$ cat config.mk
export PLATFORM = sky130hd
export DESIGN_NAME = booth_r4_seq_mult
export DESIGN_NICKNAME = d
export VERILOG_FILES = /design/src/rtl/booth_r4_seq_mult.sv
export SDC_FILE = /design/constraint.sdc
export NUM_CORES = 1
export LEC_CHECK = 0
export CAP_MARGIN = 20
export CORE_AREA = 2 2 79 118
export DETAILED_ROUTE_END_ITERATION = 8
export DIE_AREA = 0 0 81 120
export DONT_BUFFER_PORTS = 1
export PLACE_DENSITY = 0.74
export REMOVE_ABC_BUFFERS = 1
export SYNTH_ARGS = -nofsm -noshare
export SYNTH_HDL_FRONTEND = slang
export SYNTH_SLANG_ARGS = --single-unit
$ cat constraint.sdc
create_clock -name clk -period 11.8 [get_ports clk]
set_clock_uncertainty 0.15 [all_clocks]
set_input_delay 0.59 -clock clk [delete_from_list [all_inputs] [get_ports clk]]
set_output_delay 0.59 -clock clk [all_outputs]
set_load 0.05 [all_outputs]
$ cat src/rtl/booth_r4_seq_mult.sv
// Sequential radix-4 Booth multiplier.
// Each RUN cycle retires one Booth digit into a registered accumulator. An
// operation takes NBITS/2+1 cycles from the accepting edge to the done pulse.
//
// Ports:
//   clk    rising-edge clock
//   rst_n  asynchronous active-low reset
//   start  request, accepted only in IDLE (level-sampled, no edge detection)
//   tc     1 = two's-complement operands, 0 = unsigned; sampled with start
//   mpd    multiplicand (MBITS); sampled with start
//   mpr    multiplier (NBITS); sampled with start
//   busy   high while an operation is in progress
//   done   one-cycle pulse when prod is updated
//   prod   product register (MBITS+NBITS); holds until the next done
//
// NBITS must be even and no greater than MBITS.
// COUNTBITS must satisfy 2**COUNTBITS > NBITS/2+1.
module booth_r4_seq_mult #(
  parameter int unsigned MBITS     = 12,
  parameter int unsigned NBITS     = 8,
  parameter int unsigned COUNTBITS = 4
) (
  input  logic                   clk,
  input  logic                   rst_n,
  input  logic                   start,
  input  logic                   tc,
  input  logic [MBITS-1:0]       mpd,
  input  logic [NBITS-1:0]       mpr,
  output logic                   busy,
  output logic                   done,
  output logic [MBITS+NBITS-1:0] prod
);

  // Two guard bits keep the full-width accumulation exact in both modes.
  localparam int unsigned AW   = MBITS + NBITS + 2;
  localparam int unsigned ITER = NBITS / 2 + 1;
  localparam logic [COUNTBITS-1:0] LastCnt = COUNTBITS'(ITER - 1);

  typedef enum logic [0:0] {StIdle, StRun} state_e;

  state_e                 state_q;
  logic [AW-1:0]          acc_q;
  logic [AW-1:0]          mult_q;   // multiplicand, pre-shifted by 2i for the current digit
  logic [NBITS+2:0]       mpr_q;    // extended multiplier with implicit 0; window is [2:0]
  logic [COUNTBITS-1:0]   cnt_q;

  logic                   mpd_msb;
  logic                   mpr_msb;
  logic [AW-1:0]          mpd_ext;
  logic [NBITS+2:0]       mpr_ext;
  logic [AW-1:0]          mult2;
  logic [AW-1:0]          addend;
  logic [AW-1:0]          acc_next;

  // Operand extension: sign bit only counts in two's-complement mode.
  always_comb begin
    mpd_msb = tc & mpd[MBITS-1];
    mpr_msb = tc & mpr[NBITS-1];
    mpd_ext = {{(AW - MBITS){mpd_msb}}, mpd};
    mpr_ext = {{2{mpr_msb}}, mpr, 1'b0};
  end

  // Booth digit decode on the current window.
  always_comb begin
    addend = '0;
    mult2  = mult_q << 1;
    unique case (mpr_q[2:0])
      3'b001, 3'b010: addend = mult_q;
      3'b011:         addend = mult2;
      3'b100:         addend = ~mult2 + AW'(1);
      3'b101, 3'b110: addend = ~mult_q + AW'(1);
      default:        addend = '0;
    endcase
    acc_next = acc_q + addend;
  end

  always_ff @(posedge clk or negedge rst_n) begin
    if (!rst_n) begin
      state_q <= StIdle;
      acc_q   <= '0;
      mult_q  <= '0;
      mpr_q   <= '0;
      cnt_q   <= '0;
      busy    <= 1'b0;
      done    <= 1'b0;
      prod    <= '0;
    end else begin
      done <= 1'b0;
      unique case (state_q)
        StIdle: begin
          if (start) begin
            mult_q  <= mpd_ext;
            mpr_q   <= mpr_ext;
            acc_q   <= '0;
            cnt_q   <= '0;
            busy    <= 1'b1;
            state_q <= StRun;
          end
        end
        StRun: begin
          acc_q  <= acc_next;
          mult_q <= mult_q << 2;
          mpr_q  <= mpr_q >> 2;
          cnt_q  <= cnt_q + COUNTBITS'(1);
          if (cnt_q == LastCnt) begin
            prod    <= acc_next[MBITS+NBITS-1:0];
            done    <= 1'b1;
            busy    <= 1'b0;
            state_q <= StIdle;
          end
        end
        default: state_q <= StIdle;
      endcase
    end
  end

endmodule

* After elaboration in Yosys (flattened, before gate mapping)
Index checks and enable logic that the tools add are counted.
W data, S select, Z words.
** Storage, ports and cells
- Register bits after elaboration :: 82
- Output and inout port bits :: 22
- Word-level logic and storage cells :: 47
** Operators by class
- $add $sub $neg :: 4
- Equality and inequality tests :: 9
- Multiplexer cells :: 17
- Bitwise logic cells :: 5
- Reduce and logical (&&, ||, !) cells :: 4
** Operator list (count)
- $pmux W22 S2 :: 2
- $pmux W22 S4 :: 1
- $add A22 B1 Y22 const B :: 2
- $mux W22 :: 2
- $not A22 Y22 :: 2
- $add A22 B22 Y22 :: 1
- $pmux W11 S2 :: 1
- $mux W11 :: 1
- $eq A3 B3 Y1 const B :: 3
- $pmux W4 S2 :: 1
- $eq A3 B2 Y1 const B :: 2
- $mux W1 :: 6
- $add A4 B1 Y4 const B :: 1
- $eq A4 B3 Y1 const B :: 1
- $mux W4 :: 1
- $pmux W1 S2 :: 2
- $reduce_and A2 Y1 :: 2
- $reduce_or A2 Y1 :: 2
- $eq A3 B1 Y1 const B :: 1
- $and A1 B1 Y1 :: 2
- $ne A2 B1 Y1 const B :: 1
- $ne A2 B2 Y1 const B :: 1
- $not A1 Y1 :: 1

* Logic depth before layout (Yosys ltp)
Gate-level depths: netlist (run 1).
- Depth in word-level cells :: 5
- Mapped depth :: 18

* Worst setup path before layout (run 1)
OpenSTA, ideal clock, no wires.
- Path type :: register to register
- Start point :: register mult_q[1]
- End point :: register acc_q[19]
- Setup time :: 0.126 ns
- Data arrival time :: 4.026 ns
- Setup slack :: 7.497 ns
- Cell stages (with the launch flop) :: 17
- Cells stage by stage :: dfrtp_1 > inv_1 > ha_1 > or3b_4 > or3_4 > or4_4 > o21ai_2 > xnor2_1 > or2b_1 > a31oi_1 > ha_1 > and3_1 > and2_1 > and3_1 > a21oi_1 > xor2_1 > a311o_1
** Between the ends
- Longest elaborated chain between the ends :: 5
- Elaborated cells between the ends (all ways) :: 7
- Classes of those cells :: add/sub: 3; mux: 2; bitwise: 2
** RTL lines
- start: declaration :: line 43 : logic [AW-1:0] mult_q;
- start signal: assignment :: line 92 : mult_q <= mpd_ext;
- start signal: assignment :: line 102 : mult_q <= mult_q << 2;
- $not A22 Y22 (on tied branches) :: line 71, 70
- $add A22 B1 Y22 (on tied branches) :: line 71, 70
- $pmux W22 S4 (*) :: line 67 : unique case (mpr_q[2:0])
- $add A22 B22 Y22 (*) :: line 74 : acc_next = acc_q + addend;
- $pmux W22 S2 (*) :: line 89 : unique case (state_q)
- end signal: assignment :: line 101 : acc_q <= acc_next;
- end: declaration :: line 42 : logic [AW-1:0] acc_q;
Mark *: on every way between the ends. The rest lies on a longest branch, timed or not.
A chain may end at the register's enable or synchronous reset.

* Worst setup path in the final report (run 1)
Same ends and word-level chain as after synthesis.

==> metrics.cfg, run 1 <==
[global_routing]
antenna_found_initial = 0
track_usage_pct = 25.8
grt_overflow = 0
grt_pass1_wl_um = 19700
grt_pass1_vias = 4154
grt_max_degree = 78

[yosys]
synth_ff_type = dfrtp_1
ys_seq_area_share_pct = 38.0
synth_adder_area_share_pct = 5.83
synth-simple-area-share_pct = 18.0
synth_area_leader_cell = dfrtp_1
netlist_area_um2 = 5060
synth.area.mux_share_pct = 4.37
synth_compound_area_share_pct = 21.4
synth_edf_count = 0
synth-warning-count = 0
synth.top_cell.area_share_pct = 38.0
synth_top_family_by_area = compound AO/OA/AOI/OAI gates
ys_ff_latch = 77
synth.distinct_cells = 66
synth-xor-area-share_pct = 7.71
synth.avg_cell_area_um2 = 8.63
synth.area.top_cells = dfrtp_1 38%, o21ai_0 7.6%, nand2_1 7.1%
netlist_instances = 587
postSynth.asyncResetShare_pct = 100

[placement]
post-place-cells = 658
io_buffers = 0
place_ws_ps = 7180
dp.final_hpwl_um = 8260
gp_congestion = 0.963

[power_and_ir_drop]
p_int_w = 0.000960
p_sw_w = 0.000888
sw_frac_of_total_pct = 48.0
pwr-share-seq_pct = 32.9
p_comb_share_pct = 52.3
leakagePower_nw = 2.40
power_density_nw_per_um2 = 343
power_frac_clock_pct = 14.8
ir_drop_mv = 0.159

[detailed_routing]
wl_met1_um = 5070
wire_per_inst_um = 17.3
routed-via-count = 4166
vias_per_cell = 6.17
routed_wl_um = 11700
drtPass1Iterations = 5
antenna_left = 0
top_layer_used = met4
drc = 0
initialDrtViolationCount = 310
wl_met2_um = 5770
met3_length_um = 531

[outcome]
status = finished clean

[floorplan]
die_x_um = 81
fp.dieArea_um2 = 9720
ios = 46
row_count = 42
die_h_um = 120
start_util_pct = 58.1
core_area_um2 = 8720

[clock_tree]
cts_buffers = 9
cts_sinks = 77
htreeDepth = 3
clkTransAtPathRegs_ps = 60
cts_resized = 0
cts_buffer_depth = 2
clkLatencyLatePin_ps = 340
cts_tree = built
cts_root_buf = clkbuf_16

[worst_setup_path]
timing.rr.start = mult_q[1]
r2r_cells = 16
reg2reg_to = acc_q[19]
r2r_slack_ps = 7160
crit_required_ps = 11860
cp-end-kind = flip-flop
cp.arrival_ps = 4700
cp-start-kind = flip-flop
worstPathMaxFanout = 6
criticalPathCategory = flip-flop to flip-flop

[finish]
final_cell_mix = 96 x nand2_1, 77 x o21ai_0, 77 x dfrtp_1
antenna_cells = 0
fin_cells = 675
final_common_cell = nand2_1
layout.nets = 607
area_growth_syn_to_layout_pct = 6.25
fin_util_pct = 61.7
drive_gt1_share_pct = 6.37

[sta]
setup_viol = 0
slew_violations = 0
period_needed_ps = 4640
max_freq_mhz = 215
worst_slew_margin_rel_pct = 51.2
rsz0062_at_grt = no
worst_slew_pin_slew_ps = 732
finalCritPeriodShare_pct = 39.3
setup_ws_ps = 7160
finalHoldViolations = 0
fin_setup_tns_ps = 0
fin_hold_ws_ps = 0.970

[worst_hold_path]
hold_class = input port to async pin

[job]
maxCapViolations = 0

[cell families (layout without fill, tap and decap cells)]
| family | after synthesis | in the layout |
|---|---|---|
| fa+ha+maj | 23 | 23 |
| compound gates | 177 | 177 |
| xor+xnor | 43 | 43 |
| simple gates | 188 | 188 |
| flops | 77 | 77 |
| mux | 22 | 22 |
| buf+inv | 57 | 35 |
[synth_stat cells (all sizes together) (3+ instances only)]
master  instances
a221oi          9
o311ai          4
buf            13
nor4            3
mux2i          21
nor2b           7
or3             4
a31o            3
a22oi           8
nor3           11
nor2           29
a31oi           9
a21o           10
dfrtp          77
or4             4
nand2b          4
clkbuf         32
o21ai          81
xnor2          25
xor2           17
nand2          96
and3            7
inv            10
and2            5
a21oi          32
ha             22
nand3           7
a22o            4
[area by class of cell]
type | count | area [um2]
Tap cell | 110 | 138
Clock inverter | 4 | 47.5
Multi-Input combinational cell | 453 | 2910
Inverter | 12 | 45.0
Sequential cell | 77 | 1930
Fill cell | 790 | 3340
Clock buffer | 12 | 246
Timing Repair Buffer | 7 | 72.6
[power groups by stage]
stage,Combinational (W),Sequential [W],Clock (W)
floorplan,0.000747,0.000593,0
global placement,0.000908,0.000606,0
detailed placement,0.000952,0.000611,0
CTS,0.000960,0.000608,0.000277
global route,0.00109,0.000627,0.000288
finish,0.000966,0.000608,0.000273
[worst max-delay path by stage]
stage               from   endpoint  slack [ps]  depth (start not counted)
6_report       mult_q[1]  acc_q[19]        7160                         16
3_5_place_dp   mult_q[1]  acc_q[19]        7180                         17
2_1_floorplan  mult_q[1]  acc_q[19]        7490                         17
4_1_cts        mult_q[1]  acc_q[19]        7170                         16
5_1_grt        mult_q[1]   prod[19]        6910                         17
3_3_place_gp   mult_q[0]  acc_q[19]        7350                         16
[layer usage]
metal	up-vias	GRT usage, %
li1	2026	-
met1	2018	32.4
met2	101	41.9
met3	21	5.26
met4	0	12.1
met5	-	0
[stage by stage]
step / instance area [um2] / power, W
after global routing: 5380 / 0.00200
after global placement: 5060 / 0.00151
final: 5380 / 0.00185
after CTS: 5380 / 0.00185
after detailed placement: 5060 / 0.00156
after floorplan: 4880 / 0.00134
[flip-flops by register name, indices dropped and copies added, names as in the netlist]
| register | flops |
|---|---|
| mpr_q | 10 |
| done | 1 |
| cnt_q | 4 |
| mult_q | 20 |
| prod | 20 |
| busy | 1 |
| acc_q | 20 |
| state_q | 1 |
[worst max-delay path, stage by stage (launching register included)]
cell and delay (ps):
dfrtp_1 430, inv_1 100, ha_1 220, or3b_4 420, or3_4 370, or4_4 480, o21ai_2 140, xnor2_1 170
or2b_1 250, a31oi_1 170, ha_1 310, and3_1 200, and2_1 160, and3_1 200, a21oi_1 270, xor2_1 110
a311o_1 360
[what timing repair did]
action	in CTS	in global routing
hold buffers	1	0
endpoints found under the hold margin	77	0
setup buffers	0	0
No activity file was read; power rests on OpenSTA's default activity.
==> inputs of run 2 (changes only) <==
Clock period 11.8 ns to 4.6 ns, I/O delays scaled along.
==> metrics.cfg, run 2 (synthesis results as in run 1) <==
[sta]
worst_slew_margin_rel_pct = 43.7
setup_viol = 0
finalHoldViolations = 0
setup_ws_ps = 142
finalCritPeriodShare_pct = 96.9
worst_slew_pin_slew_ps = 844
fin_setup_tns_ps = 0
slew_violations = 0
period_needed_ps = 4460
fin_hold_ws_ps = 2.57
max_freq_mhz = 224

[global_routing]
track_usage_pct = 26.8
antenna_found_initial = 0
grt_pass1_vias = 4414
grt_max_degree = 78
grt_pass1_wl_um = 20500
grt_overflow = 0

[power_and_ir_drop]
p_int_w = 0.00270
power_frac_clock_pct = 15.9
sw_frac_of_total_pct = 46.3
p_sw_w = 0.00232
p_comb_share_pct = 53.2
pwr-share-seq_pct = 30.9
leakagePower_nw = 2.60
total_power_w = 0.00502
power_density_nw_per_um2 = 861
ir_drop_mv = 0.435

[detailed_routing]
drc = 0
vias_per_cell = 6.10
wire_per_inst_um = 16.9
routed_wl_um = 12000
routed-via-count = 4335
drtPass1Iterations = 5
antenna_left = 0
initialDrtViolationCount = 176

[worst_setup_path]
crit_slowest_cell = or4_4
max_stage_delay_ps = 550
cp-end-kind = flip-flop
crit_required_ps = 4670
cp.arrival_ps = 4530
criticalPathCategory = flip-flop to flip-flop
path_cells = inv_2 -> ha_4 -> or3b_4 -> or3_4 -> or4_4 -> nor3_4 -> xnor2_2 -> nand3_1 -> o21ai_1 -> ha_1 -> and3_4 -> and3_1 -> and2_1 -> and3_2 -> a21oi_4 -> xor2_1 -> a311o_1
critPathBufInv = 1
cp-start-kind = flip-flop
worstPathMaxFanout = 5
path_delay_family = simple AND/OR/NAND/NOR gates

[placement]
place_area_um2 = 5120
dp.final_hpwl_um = 8230
gp_congestion = 0.877
io_buffers = 0
place_ws_ps = 68.6

[clock_tree]
cts_root_buf = clkbuf_16
clkTransAtPathRegs_ps = 60
htreeDepth = 3
cts_tree = built
cts_buffer_depth = 2
cts_buffers = 9
clkLatencyLatePin_ps = 340
cts_sinks = 77

[worst_hold_path]
hold_class = input port to flip-flop

[finish]
largestRegisters = acc_q x20, mult_q x20, prod x20
final_cell_mix = 96 x nand2_1, 77 x dfrtp_1, 75 x o21ai_0
regArea_um2 = 1930
multi_input_area_um2 = 2970
drive_gt1_share_pct = 10.1
area_growth_syn_to_layout_pct = 15.1
final_common_cell = nand2_1
layout.nets = 643
stdcell_area_um2 = 5830
filler_cell_count = 720
antenna_cells = 0

[floorplan]
row_count = 42
fp.dieArea_um2 = 9720
die_h_um = 120
die_x_um = 81
start_util_pct = 58.1
ios = 46
core_area_um2 = 8720

[outcome]
status = finished clean

[job]
maxCapViolations = 0

==> run 2: worst register-to-register path, delay by kind of cell (launching register included) <==
kind | cells | cell delay (ps)
adders and majority gates | 2 | 450
buffers and inverters | 1 | 80
xor gates and xnor gates | 2 | 240
DFF | 1 | 400
AOI/OAI and AO/OA | 3 | 600
and+or+nand+nor | 9 | 2430
==> run 2: worst paths after layout <==
path	startpoint	endpoint	slack [ps]	cells after the start
max	mult_q[0]	acc_q[19]	140	17
min	start	mult_q[10]	3	2
max reg2reg	mult_q[0]	acc_q[19]	140	17
min reg2reg	mpr_q[6]	mpr_q[4]	350	2
max in group asynchronous	rst_n	mpr_q[2]	3700	2
min in group asynchronous	rst_n	acc_q[4]	300	2
==> run 2: timing repair <==
item,in CTS,in global routing
setup endpoints to repair,0,2
hold buffers,25,0
endpoints found under the hold margin,101,0
resized for setup,0,16
setup buffers,0,4
==> run 2: power groups by stage <==
stage               logic [W]  clock network [W]  registers (W)
CTS                   0.00252           0.000812        0.00154
detailed placement    0.00248                  0        0.00155
global placement      0.00237                  0        0.00154
finish                0.00267           0.000799        0.00155
global route          0.00300           0.000842        0.00159
floorplan             0.00192                  0        0.00152
==> run 2: metrics by stage <==
| step | util [%] | instances |
|---|---|---|
| 3_3_place_gp | 58.7 | 666 |
| 5_1_grt | 66.8 | 711 |
| 4_1_cts | 65.8 | 707 |
| 3_5_place_dp | 58.7 | 666 |
| 6_report | 66.8 | 711 |
| 2_1_floorplan | - | 542 |
==> run 2: area by class of cell <==
type                            instances  share of cell area (%)
Multi-Input combinational cell        453                    50.9
Clock inverter                          7                    1.95
Clock buffer                            9                    3.86
Sequential cell                        77                    33.0
Timing Repair Buffer                   43                    7.08
Inverter                               12                   0.773
Tap cell                              110                    2.36
==> run 2: routing by layer <==
layer  global-route usage [%]  vias up  share of wire (%)  routed length [um]
li1                         -     2103                  -                   -
met1                     31.8     2052                 40                4800
met2                     45.0      143                 51                6110
met3                     4.74       37                5.0                 598
met4                     14.7        0                4.4                 528
met5                        0        -                  0                   0
